File: src/rtl/vga_timing_gen.sv
// vga_timing_gen: 640x480@60 raster timing with clock-enable pixel divider.
// Define VGA_TEST_PATTERN_EN to add r/g/b colour-bar outputs.
module vga_timing_gen #(
  parameter int CLK_DIV  = 2,
  parameter int H_ACTIVE = 640,
  parameter int H_FP     = 16,
  parameter int H_SYNC   = 96,
  parameter int H_BP     = 48,
  parameter int V_ACTIVE = 480,
  parameter int V_FP     = 10,
  parameter int V_SYNC   = 2,
  parameter int V_BP     = 33
) (
  input  logic       clk,
  input  logic       rst,
  output logic       pxl_tick,
  output logic       hsync,
  output logic       vsync,
  output logic       pxl_en,
  output logic [9:0] x,
  output logic [9:0] y,
  output logic       frame_pulse
`ifdef VGA_TEST_PATTERN_EN
  ,
  output logic       r,
  output logic       g,
  output logic       b
`endif
);
  localparam int DW = CLK_DIV > 1 ? $clog2(CLK_DIV) : 1;
  localparam logic [DW-1:0] DIV_MAX = DW'(CLK_DIV - 1);
  localparam logic [9:0] H_MAX  = 10'(H_ACTIVE + H_FP + H_SYNC + H_BP - 1);
  localparam logic [9:0] V_MAX  = 10'(V_ACTIVE + V_FP + V_SYNC + V_BP - 1);
  localparam logic [9:0] H_ACT  = 10'(H_ACTIVE);
  localparam logic [9:0] V_ACT  = 10'(V_ACTIVE);
  localparam logic [9:0] HS_BEG = 10'(H_ACTIVE + H_FP);
  localparam logic [9:0] HS_END = 10'(H_ACTIVE + H_FP + H_SYNC);
  localparam logic [9:0] VS_BEG = 10'(V_ACTIVE + V_FP);
  localparam logic [9:0] VS_END = 10'(V_ACTIVE + V_FP + V_SYNC);
  logic [DW-1:0] div_cnt_q, div_cnt_d;
  logic [9:0] h_cnt_q, h_cnt_d, v_cnt_q, v_cnt_d, h_nxt, v_nxt;
  logic [9:0] x_q, x_d, y_q, y_d;
  logic hsync_q, hsync_d, vsync_q, vsync_d, pxl_en_q, pxl_en_d;
  logic frame_pulse_q, frame_pulse_d, vis;
`ifdef VGA_TEST_PATTERN_EN
  logic [2:0] rgb_q, rgb_d;
  assign {r, g, b} = rgb_q;
`endif
  assign pxl_tick    = div_cnt_q == DIV_MAX;
  assign hsync       = hsync_q;
  assign vsync       = vsync_q;
  assign pxl_en      = pxl_en_q;
  assign x           = x_q;
  assign y           = y_q;
  assign frame_pulse = frame_pulse_q;
  // Outputs decode the position the counters are about to take, so they line up with it.
  always_comb begin
    h_nxt         = h_cnt_q == H_MAX ? '0 : h_cnt_q + 10'd1;
    v_nxt         = h_cnt_q != H_MAX ? v_cnt_q : v_cnt_q == V_MAX ? '0 : v_cnt_q + 10'd1;
    vis           = h_nxt < H_ACT && v_nxt < V_ACT;
    div_cnt_d     = pxl_tick ? '0 : div_cnt_q + DW'(1);
    h_cnt_d       = pxl_tick ? h_nxt : h_cnt_q;
    v_cnt_d       = pxl_tick ? v_nxt : v_cnt_q;
    pxl_en_d      = pxl_tick ? vis : pxl_en_q;
    x_d           = pxl_tick ? (vis ? h_nxt : '0) : x_q;
    y_d           = pxl_tick ? (vis ? v_nxt : '0) : y_q;
    hsync_d       = pxl_tick ? !(h_nxt >= HS_BEG && h_nxt < HS_END) : hsync_q;
    vsync_d       = pxl_tick ? !(v_nxt >= VS_BEG && v_nxt < VS_END) : vsync_q;
    frame_pulse_d = pxl_tick && h_nxt == '0 && v_nxt == V_ACT;
`ifdef VGA_TEST_PATTERN_EN
    rgb_d         = pxl_tick ? (vis ? 3'b111 - h_nxt[8:6] : '0) : rgb_q;
`endif
  end
  always_ff @(posedge clk or posedge rst) begin
    if (rst) begin
      div_cnt_q     <= '0;
      h_cnt_q       <= H_MAX;
      v_cnt_q       <= V_MAX;
      pxl_en_q      <= 1'b0;
      x_q           <= '0;
      y_q           <= '0;
      hsync_q       <= 1'b1;
      vsync_q       <= 1'b1;
      frame_pulse_q <= 1'b0;
`ifdef VGA_TEST_PATTERN_EN
      rgb_q         <= '0;
`endif
    end else begin
      div_cnt_q     <= div_cnt_d;
      h_cnt_q       <= h_cnt_d;
      v_cnt_q       <= v_cnt_d;
      pxl_en_q      <= pxl_en_d;
      x_q           <= x_d;
      y_q           <= y_d;
      hsync_q       <= hsync_d;
      vsync_q       <= vsync_d;
      frame_pulse_q <= frame_pulse_d;
`ifdef VGA_TEST_PATTERN_EN
      rgb_q         <= rgb_d;
`endif
    end
  end
endmodule
File: config.mk
export PLATFORM = sky130hd
export DESIGN_NAME = vga_timing_gen
export DESIGN_NICKNAME = d
export VERILOG_FILES = /design/src/rtl/vga_timing_gen.sv
export SDC_FILE = /design/constraint.sdc
export NUM_CORES = 1
export LEC_CHECK = 0
export ABC_CLOCK_PERIOD_IN_PS = 3600
export BUFFER_PORTS_ARGS = -buffer_cell sky130_fd_sc_hd__buf_2
export CAP_MARGIN = 20
export CORE_ASPECT_RATIO = 0.75
export CORE_MARGIN = 4
export CORE_UTILIZATION = 40
export DETAILED_ROUTE_END_ITERATION = 16
export MAX_ROUTING_LAYER = met4
export PLACE_DENSITY = 0.68
export SYNTH_ARGS = -nofsm -noshare
export SYNTH_HDL_FRONTEND = slang
export SYNTH_SLANG_ARGS = --single-unit
File: constraint.sdc
create_clock -name clk -period 3.6 [get_ports clk]
set_input_delay 0.36 -clock clk [delete_from_list [all_inputs] [get_ports clk]]
set_output_delay 0.36 -clock clk [all_outputs]
set_load 0.02 [all_outputs]
# Word-level counts from Yosys, hierarchy flattened
# Index checks and enable logic that the tools add are counted.
# Widths: inputs -> output; s select.
[totals]
ff_bits = 45
output_inout_bits = 25
[op_classes]
n_addsub = 3
n_lt_le_gt_ge = 6
n_eq_ne = 4
mux = 6
n_reduce_logical = 8
[op_table]
columns = ["operator", "count"]
rows = [
  ["$mux 10", 5],
  ["$add 10x1->10 const B", 2],
  ["$eq 10x10->1 const B", 2],
  ["$lt 10x10->1 const B", 2],
  ["$lt 10x9->1 const B", 2],
  ["$eq 10x9->1 const B", 1],
  ["$ge 10x10->1 const B", 1],
  ["$ge 10x9->1 const B", 1],
  ["$logic_not 10->1", 1],
  ["$ne 10x10->1 const B", 1],
  ["$logic_and 1x1->1", 5],
  ["$logic_not 1->1", 2],
  ["$add 1x1->1 const B", 1],
  ["$mux 1", 1],
]

# Longest topological paths before layout
# Gate-level depths: netlist (run 1).
[depth]
word_depth = 6
depth_mapped = 9

# Worst setup path after synthesis (run 1)
# OpenSTA, ideal clock, no wires.
[synth_timing]
path_type = "register to register"
from = "register h_cnt_q[0]"
to = "register x_q[0] (netlist: x[0])"
setup_ns = 0.096
arrival_ns = 2.326
required_time_ns = 3.504
slack_ns = 1.179
stages_incl_launch_ff = 10
path_buffers = 2
period_less_slack_ns = 2.421
cell_sequence = "dfstp_2 -> ha_1 -> and4_1 -> buf_4 -> nand3_2 -> o311a_1 -> o22ai_2 -> nor2_2 -> buf_6 -> o32ai_2"
[synth_via]
elab_chain_cells = 5
elab_cells_between_ends = 9
[synth_lines]
columns = ["item", "line_no", "source"]
rows = [
  ["start: declaration", "41", "logic [9:0] h_cnt_q, h_cnt_d, v_cnt_q, v_cnt_d, h_nxt, v_nxt;"],
  ["start signal: assignment", "90", "h_cnt_q <= h_cnt_d;"],
  ["$add 10x1->10, or another cell as far along", "58", "h_nxt = h_cnt_q == H_MAX ? '0 : h_cnt_q + 10'd1;"],
  ["$mux 10 (on tied branches)", "58, 59", ""],
  ["$lt 10x10->1 or $lt 10x9->1 (tied branches)", "60", "vis = h_nxt < H_ACT && v_nxt < V_ACT;"],
  ["$logic_and 1x1->1", "60", ""],
  ["$mux 10 (*)", "65", "x_d = pxl_tick ? (vis ? h_nxt : '0) : x_q;"],
  ["end signal: assignment", "80", "x_q <= '0;"],
  ["end signal: assignment", "93", "x_q <= x_d;"],
  ["end: declaration", "42", "logic [9:0] x_q, x_d, y_q, y_d;"],
]
# Every way passes the cells marked *; elsewhere a longest branch is shown, timed or not.
# A chain may end at the register's enable or synchronous reset.

# Worst setup path after layout (run 1)
[layout_timing]
from = "register h_cnt_q[0]"
to = "register x_q[2] (netlist: x[2])"
# The elaborated chain is that of the path after synthesis.

==> results of run 1 <==
==> metal layers <==
layer,vias up,wire (um),GRT usage,share of wire
li1,1024,-,-,-
met1,1002,3310,0.270,0.55
met2,69,2220,0.194,0.37
met3,5,409,0.0439,0.068
met4,0,46,0.0328,0.0077
met5,-,0,-,0
==> logic make-up after synthesis <==
kind of cell / count (synthesis)
simple gates: 96
compound gates: 62
buf+inv: 49
flops: 45
xor+xnor: 23
fa+ha+maj: 4
mux: 1
==> final cells by class <==
cell class	count	area, um^2
Fill cell	642	3450
Multi-Input combinational cell	186	1310
Sequential cell	45	1140
Timing Repair Buffer	30	160
Tap cell	81	101
Inverter	24	90.1
Clock buffer	5	68.8
Clock inverter	3	65.1
==> where the power goes <==
group	switching, mW	internal [mW]
Sequential	0	0.506
Combinational	0.00977	0.00118
Clock	0.179	0.276
Total	0.189	0.783
==> sequential cells by signal (all words and copies together), names as in the netlist <==
name / count
h_cnt_q: 10
v_cnt_q: 10
x: 10
y: 10
frame_pulse: 1
hsync: 1
pxl_en: 1
pxl_tick: 1
vsync: 1
==> critical path, delay by kind of cell (launching register included) <==
family / cells / cell delay [ns]
AO/OA/AOI/OAI: 3 / 0.51
adder cells (fa/ha/maj): 1 / 0.27
buffers and inverters: 1 / 0.30
flip-flops: 1 / 0.57
AND/OR/NAND/NOR: 3 / 1.34
==> how the worst min path moves through the flow <==
stage          slack, ns  depth (start not counted)       start    endpoint
6_report            0.17                          3         rst        y[1]
3_5_place_dp        0.46                          2        y[3]        y[3]
4_1_cts             0.20                          3         rst        x[5]
2_1_floorplan       0.46                          2  h_cnt_q[9]  h_cnt_q[9]
5_1_grt             0.23                          3         rst        x[1]
3_3_place_gp        0.46                          2        y[3]        y[3]
==> cell usage after synthesis, types with 3 or more instances <==
| cell | number | area (um^2) |
|---|---|---|
| o41ai_1 | 7 | 61.3 |
| ha_1 | 4 | 50.1 |
| xor2_1 | 5 | 43.8 |
| dfrtp_1 | 33 | 826 |
| and4_1 | 4 | 35.0 |
| a31oi_1 | 4 | 25.0 |
| nand4b_1 | 3 | 26.3 |
| o32ai_2 | 9 | 146 |
| buf_4 | 5 | 37.5 |
| inv_1 | 24 | 90.1 |
| nand3_1 | 12 | 60.1 |
| o31ai_1 | 5 | 37.5 |
| and3_1 | 3 | 18.8 |
| nor2_1 | 16 | 60.1 |
| xnor2_1 | 18 | 158 |
| dfstp_2 | 12 | 315 |
| buf_2 | 5 | 25.0 |
| clkbuf_1 | 12 | 45.0 |
| o21ai_0 | 15 | 75.1 |
| nand4_1 | 6 | 37.5 |
| nor3_1 | 9 | 45.0 |
| and2_1 | 3 | 18.8 |
| nand2_1 | 28 | 105 |
| a21oi_1 | 4 | 20.0 |
==> run_summary.xml, run 1 <==
<?xml version="1.0" encoding="UTF-8"?>
<metrics>
  <group name="layout">
    <metric name="finalNonFillerCells" unit="">374</metric>
    <metric name="antenna-diode-count" unit="">0</metric>
    <metric name="fin_area" unit="um^2">2930</metric>
    <metric name="utilization" unit="">0.460</metric>
    <metric name="mostFrequentLayoutCells" unit="">dfrtp_1, nand2_1, buf_2</metric>
    <metric name="flow.area_growth_from_synthesis" unit="%">9.78</metric>
    <metric name="final_net_count" unit="">298</metric>
    <metric name="final_common_cell" unit="">dfrtp_1</metric>
    <metric name="drive_above_1_share" unit="">0.225</metric>
  </group>
  <group name="floorplanning">
    <metric name="core.rowCount" unit="">25</metric>
    <metric name="die_wd" unit="um">102</metric>
    <metric name="floorplan.die.height" unit="um">78.8</metric>
    <metric name="floorplan.die_area" unit="um^2">8070</metric>
    <metric name="design.core.area" unit="um^2">6380</metric>
    <metric name="initial_utilization" unit="">0.419</metric>
    <metric name="floorplan.io_pins" unit="">27</metric>
  </group>
  <group name="clocking">
    <metric name="holdBufCountCts" unit="">0</metric>
    <metric name="ctsRootBufferMaster" unit="">clkbuf_8</metric>
    <metric name="cts-buffers-inserted" unit="">5</metric>
    <metric name="worst_skew_pair.late_latency" unit="ns">0.31</metric>
    <metric name="post_cts.repair.setup_buffers" unit="">0</metric>
    <metric name="postCtsResizedCells" unit="">0</metric>
    <metric name="tritoncts_clock_tree" unit="">built</metric>
    <metric name="cts_num_sinks" unit="">45</metric>
    <metric name="clock_path_buffers" unit="">2</metric>
    <metric name="cts.clk_slew.worst_paths" unit="ns">0.09</metric>
    <metric name="htreeDepth" unit="">2</metric>
  </group>
  <group name="timing">
    <metric name="max_freq" unit="GHz">0.318</metric>
    <metric name="timing_hold_violations_final" unit="">0</metric>
    <metric name="setup_viol" unit="">0</metric>
    <metric name="skew" unit="ns">0.0140</metric>
    <metric name="max_slew_margin" unit="">0.270</metric>
    <metric name="grt_setup_unrepaired" unit="">false</metric>
    <metric name="timing.final.max_slew_violations" unit="">0</metric>
    <metric name="layout_worst_path_cycle_share" unit="">0.874</metric>
    <metric name="max_slew.worst_pin.slew" unit="ns">1.09</metric>
    <metric name="final_period_minus_worst_setup_slack" unit="ns">3.15</metric>
    <metric name="fin_setup_tns" unit="ns">0</metric>
    <metric name="finalHoldWorstSlack" unit="ns">0.175</metric>
    <metric name="setup_slack" unit="ns">0.453</metric>
  </group>
  <group name="worst_setup_path">
    <metric name="r2r-end" unit="">x[2]</metric>
    <metric name="timing.critical_path.required" unit="ns">3.76</metric>
    <metric name="r2r-start" unit="">h_cnt_q[0]</metric>
    <metric name="arrival_time_at_the_worst_endpoint" unit="ns">3.31</metric>
    <metric name="crit_path_top_delay_cell" unit="">dfstp_2</metric>
    <metric name="launching_element_type_of_the_critical_path" unit="">register</metric>
    <metric name="endpoint_kind_of_the_worst_setup_timing_path" unit="">register</metric>
    <metric name="worstRegToRegCells" unit="">8</metric>
    <metric name="worst_path_maximum_fanout" unit="">13</metric>
    <metric name="worst-r2r-setup-slack" unit="ns">0.45</metric>
    <metric name="worst_setup_path_endpoint" unit="">x[2]</metric>
    <metric name="cp_max_stage_delay" unit="ns">0.57</metric>
    <metric name="setup.worst_path.start" unit="">h_cnt_q[0]</metric>
    <metric name="critical_path.cell_chain" unit="">ha_1 -&gt; and4_1 -&gt; and3_1 -&gt; o2111a_1 -&gt; o22ai_2 -&gt; nor2_2 -&gt; buf_4 -&gt; o32ai_1</metric>
    <metric name="worstSetupPathType" unit="">register to register</metric>
  </group>
  <group name="global_routing">
    <metric name="grt_pass1_vias" unit="">1920</metric>
    <metric name="largest_net_degree_at_the_start_of_global_routing" unit="">49</metric>
    <metric name="grt.overflow.total" unit="">0</metric>
    <metric name="gr-usage-all-layers" unit="">0.164</metric>
    <metric name="first_pass_grt_wire_length" unit="mm">10.2</metric>
    <metric name="antenna_violations_before_repair" unit="">0</metric>
  </group>
  <group name="synthesis">
    <metric name="seq_area_frac_synth" unit="">0.427</metric>
    <metric name="synth_ff_type" unit="">dfrtp_1</metric>
    <metric name="combinational_family_with_the_most_area_after_synthesis" unit="">compound AO/OA/AOI/OAI gates</metric>
    <metric name="synth_xor_area_frac" unit="">0.0754</metric>
    <metric name="synth_cell_type_count" unit="">49</metric>
    <metric name="ys.warnings.count" unit="">0</metric>
    <metric name="synth_cells" unit="">280</metric>
    <metric name="post_synth_mux_area_share" unit="">0.00421</metric>
    <metric name="syn_nets" unit="">286</metric>
    <metric name="share_of_flip_flops_with_an_asynchronous_set_or_reset_after_synthesis" unit="">1.00</metric>
    <metric name="synth_simple_gate_area_share" unit="">0.192</metric>
    <metric name="synth_fa_ha_area_frac" unit="">0.0187</metric>
    <metric name="synth_enable_flop_cells" unit="">0</metric>
    <metric name="synth_cell_area" unit="um^2">2670</metric>
    <metric name="ys_ff_latch" unit="">45</metric>
    <metric name="syn_avg_cell_area" unit="um^2">9.54</metric>
    <metric name="synth_compound_gate_area_share" unit="">0.199</metric>
  </group>
  <group name="detailed_routing">
    <metric name="total_iterations_of_the_first_detailed_routing_run" unit="">6</metric>
    <metric name="drt_drc_violations_left" unit="">0</metric>
    <metric name="detailroute.via_count" unit="">2100</metric>
    <metric name="initialDrtViolationCount" unit="">175</metric>
    <metric name="antenna_violating_nets_post_route" unit="">0</metric>
    <metric name="finalWirelength" unit="mm">5.99</metric>
    <metric name="vias_per_cell" unit="">5.61</metric>
    <metric name="route.detailed.wl_per_inst" unit="um">16.0</metric>
  </group>
  <group name="min_path">
    <metric name="worstHoldPathType" unit="">primary input to async pin</metric>
  </group>
  <group name="placed_design">
    <metric name="port-buffer-count" unit="">26</metric>
    <metric name="placed_cell_area" unit="um^2">2800</metric>
    <metric name="gpl.final_weighted_congestion" unit="">0.924</metric>
    <metric name="detailed_place_hpwl" unit="mm">4.01</metric>
    <metric name="post-place-cells" unit="">366</metric>
    <metric name="place_ws" unit="ns">0.489</metric>
  </group>
  <group name="pwr">
    <metric name="max_ir_drop_vdd" unit="uV">151</metric>
    <metric name="powerDensity" unit="nW/um^2">331</metric>
    <metric name="p_total" unit="uW">972</metric>
    <metric name="power.static_leakage" unit="nW">1.18</metric>
  </group>
  <group name="run_status">
    <metric name="outcome" unit="">finished, final reports clean</metric>
  </group>
  <group name="job">
    <metric name="maxCapViolCount" unit="">0</metric>
  </group>
</metrics>
Note: power is estimated with default switching activity, not from simulation.
==> run 2: changes to the inputs <==
--- a/config.mk
+++ b/config.mk
@@ -14,6 +14,7 @@
 export DETAILED_ROUTE_END_ITERATION = 16
 export MAX_ROUTING_LAYER = met4
 export PLACE_DENSITY = 0.68
+export REMOVE_ABC_BUFFERS = 1
 export SYNTH_ARGS = -nofsm -noshare
 export SYNTH_HDL_FRONTEND = slang
 export SYNTH_SLANG_ARGS = --single-unit
==> run 2 against run 1 <==
  * Clock skew down 0.012 ns
  * Register-to-register slack better by 0.08 ns
  * Non-clock buffer count unchanged
  * Combinational power down 10%
  * Sequential share of layout area down 0.15 points
  * Power down 0.54%
  * Worst setup slack better by 0.082 ns
  * Sequential power about the same
  * Critical endpoint is now x[5]
  * Largest power group unchanged
  * Largest cell class unchanged
  * Design area up 0.38%
  * Die area unchanged
  * Final cell count unchanged
==> run_summary.xml, run 2 (same netlist as run 1, synthesis figures left out) <==
<?xml version="1.0" encoding="UTF-8"?>
<metrics>
  <group name="global_routing">
    <metric name="grt_pass1_vias" unit="">1983</metric>
    <metric name="grt.overflow.total" unit="">0</metric>
    <metric name="antenna_violations_before_repair" unit="">0</metric>
    <metric name="gr-usage-all-layers" unit="">0.156</metric>
    <metric name="largest_net_degree_at_the_start_of_global_routing" unit="">46</metric>
    <metric name="first_pass_grt_wire_length" unit="mm">9.80</metric>
  </group>
  <group name="pwr">
    <metric name="power_frac_seq" unit="">0.523</metric>
    <metric name="p_sw" unit="uW">185</metric>
    <metric name="combinationalPowerShare" unit="">0.010</metric>
    <metric name="internal-power" unit="uW">782</metric>
    <metric name="power.static_leakage" unit="nW">1.19</metric>
    <metric name="switching_share" unit="">0.191</metric>
    <metric name="powerDensity" unit="nW/um^2">328</metric>
    <metric name="max_ir_drop_vdd" unit="uV">228</metric>
    <metric name="clock_power_share" unit="">0.467</metric>
  </group>
  <group name="timing">
    <metric name="timing.final.max_slew_violations" unit="">0</metric>
    <metric name="max_slew_margin" unit="">0.391</metric>
    <metric name="layout_worst_path_cycle_share" unit="">0.851</metric>
    <metric name="max_freq" unit="GHz">0.326</metric>
    <metric name="skew" unit="ns">0.00250</metric>
    <metric name="fin_setup_tns" unit="ns">0</metric>
    <metric name="final_period_minus_worst_setup_slack" unit="ns">3.07</metric>
    <metric name="timing_hold_violations_final" unit="">0</metric>
    <metric name="grt_setup_unrepaired" unit="">false</metric>
    <metric name="max_slew.worst_pin.slew" unit="ns">0.912</metric>
    <metric name="setup_viol" unit="">0</metric>
  </group>
  <group name="detailed_routing">
    <metric name="total_iterations_of_the_first_detailed_routing_run" unit="">4</metric>
    <metric name="vias_per_cell" unit="">5.60</metric>
    <metric name="detailroute.via_count" unit="">2093</metric>
    <metric name="antenna_violating_nets_post_route" unit="">0</metric>
    <metric name="route.detailed.wl_per_inst" unit="um">15.8</metric>
    <metric name="finalWirelength" unit="mm">5.90</metric>
    <metric name="drt_drc_violations_left" unit="">0</metric>
    <metric name="initialDrtViolationCount" unit="">129</metric>
  </group>
  <group name="floorplanning">
    <metric name="initial_utilization" unit="">0.419</metric>
    <metric name="core.rowCount" unit="">25</metric>
    <metric name="die_wd" unit="um">102</metric>
    <metric name="floorplan.io_pins" unit="">27</metric>
    <metric name="floorplan.die_area" unit="um^2">8070</metric>
    <metric name="design.core.area" unit="um^2">6380</metric>
    <metric name="floorplan.die.height" unit="um">78.8</metric>
  </group>
  <group name="clocking">
    <metric name="ctsRootBufferMaster" unit="">clkbuf_8</metric>
    <metric name="cts_num_sinks" unit="">45</metric>
    <metric name="postCtsResizedCells" unit="">0</metric>
    <metric name="holdBufCountCts" unit="">0</metric>
    <metric name="worst_skew_pair.late_latency" unit="ns">0.29</metric>
    <metric name="cts-buffers-inserted" unit="">5</metric>
    <metric name="htreeDepth" unit="">2</metric>
    <metric name="post_cts.repair.setup_buffers" unit="">0</metric>
    <metric name="tritoncts_clock_tree" unit="">built</metric>
    <metric name="clock_path_buffers" unit="">2</metric>
    <metric name="cts.clk_slew.worst_paths" unit="ns">0.08</metric>
  </group>
  <group name="layout">
    <metric name="utilization" unit="">0.462</metric>
    <metric name="antenna-diode-count" unit="">0</metric>
    <metric name="flow.area_growth_from_synthesis" unit="%">10.2</metric>
    <metric name="final_common_cell" unit="">dfrtp_1</metric>
    <metric name="drive_above_1_share" unit="">0.229</metric>
    <metric name="mostFrequentLayoutCells" unit="">dfrtp_1, nand2_1, buf_2</metric>
    <metric name="final_net_count" unit="">298</metric>
    <metric name="finalNonFillerCells" unit="">374</metric>
  </group>
  <group name="placed_design">
    <metric name="port-buffer-count" unit="">26</metric>
    <metric name="post-place-cells" unit="">364</metric>
    <metric name="gpl.final_weighted_congestion" unit="">0.964</metric>
    <metric name="detailed_place_hpwl" unit="mm">4.04</metric>
  </group>
  <group name="worst_setup_path">
    <metric name="arrival_time_at_the_worst_endpoint" unit="ns">3.21</metric>
    <metric name="timing.critical_path.required" unit="ns">3.75</metric>
    <metric name="endpoint_kind_of_the_worst_setup_timing_path" unit="">register</metric>
    <metric name="worst_path_maximum_fanout" unit="">13</metric>
    <metric name="r2r-end" unit="">x[5]</metric>
    <metric name="worstSetupPathType" unit="">register to register</metric>
    <metric name="r2r-start" unit="">h_cnt_q[1]</metric>
    <metric name="worst-r2r-setup-slack" unit="ns">0.53</metric>
    <metric name="launching_element_type_of_the_critical_path" unit="">register</metric>
    <metric name="worstRegToRegCells" unit="">8</metric>
  </group>
  <group name="min_path">
    <metric name="worstHoldPathType" unit="">primary input to async pin</metric>
  </group>
  <group name="run_status">
    <metric name="outcome" unit="">finished, final reports clean</metric>
  </group>
  <group name="job">
    <metric name="maxCapViolCount" unit="">0</metric>
  </group>
</metrics>
[run 2: power by group through the flow]
stage / logic (mW) / clock network (mW) / registers, mW
floorplan: 0.00730 / 0 / 0.515
global placement: 0.0108 / 0 / 0.515
detailed placement: 0.0109 / 0 / 0.515
CTS: 0.0109 / 0.459 / 0.506
global route: 0.0123 / 0.481 / 0.506
finish: 0.00987 / 0.451 / 0.506
[run 2: area by class of cell]
class | count | area [um^2]
Inverter | 24 | 90.1
Fill cell | 623 | 3440
Clock buffer | 5 | 68.8
Sequential cell | 45 | 1140
Tap cell | 81 | 101
Timing Repair Buffer | 30 | 171
Clock inverter | 3 | 65.1
Multi-Input combinational cell | 186 | 1310
[run 2: routing by layer]
metal  up-vias  wire length (um)  track usage
li1       1025                 -            -
met1       996              3030        0.237
met2        67              2420        0.220
met3         5               420       0.0307
met4         0                25       0.0236
met5         -                 0            -
[run 2: worst max-delay path by stage]
stage | from | end | slack, ns
after floorplan | h_cnt_q[0] | x[2] | 0.84
after global placement | h_cnt_q[0] | x[9] | 0.38
final | h_cnt_q[1] | x[5] | 0.53
after detailed placement | h_cnt_q[1] | x[2] | 0.22
after global routing | h_cnt_q[1] | x[5] | 0.32
after CTS | h_cnt_q[1] | x[2] | 0.24
[run 2: through the flow]
stage | instance area [um^2] | hold slack, ns | worst slack, ns | total power [mW]
detailed placement | 2790 | 0.458 | 0.224 | 0.526
global placement | 2790 | 0.456 | 0.376 | 0.526
floorplan | 2540 | 0.463 | 0.835 | 0.522
global route | 2950 | 0.340 | 0.322 | 0.999
CTS | 2920 | 0.300 | 0.243 | 0.976
finish | 2950 | 0.256 | 0.535 | 0.967
[run 2: worst max-delay path, stage by stage, from the launching register on]
cell     delay [ns]
dfstp_2        0.58
ha_1           0.28
and4_1         0.41
and3_1         0.47
nand3_1        0.14
xor2_1         0.20
nor2_2         0.51
buf_8          0.23
o32ai_2        0.09
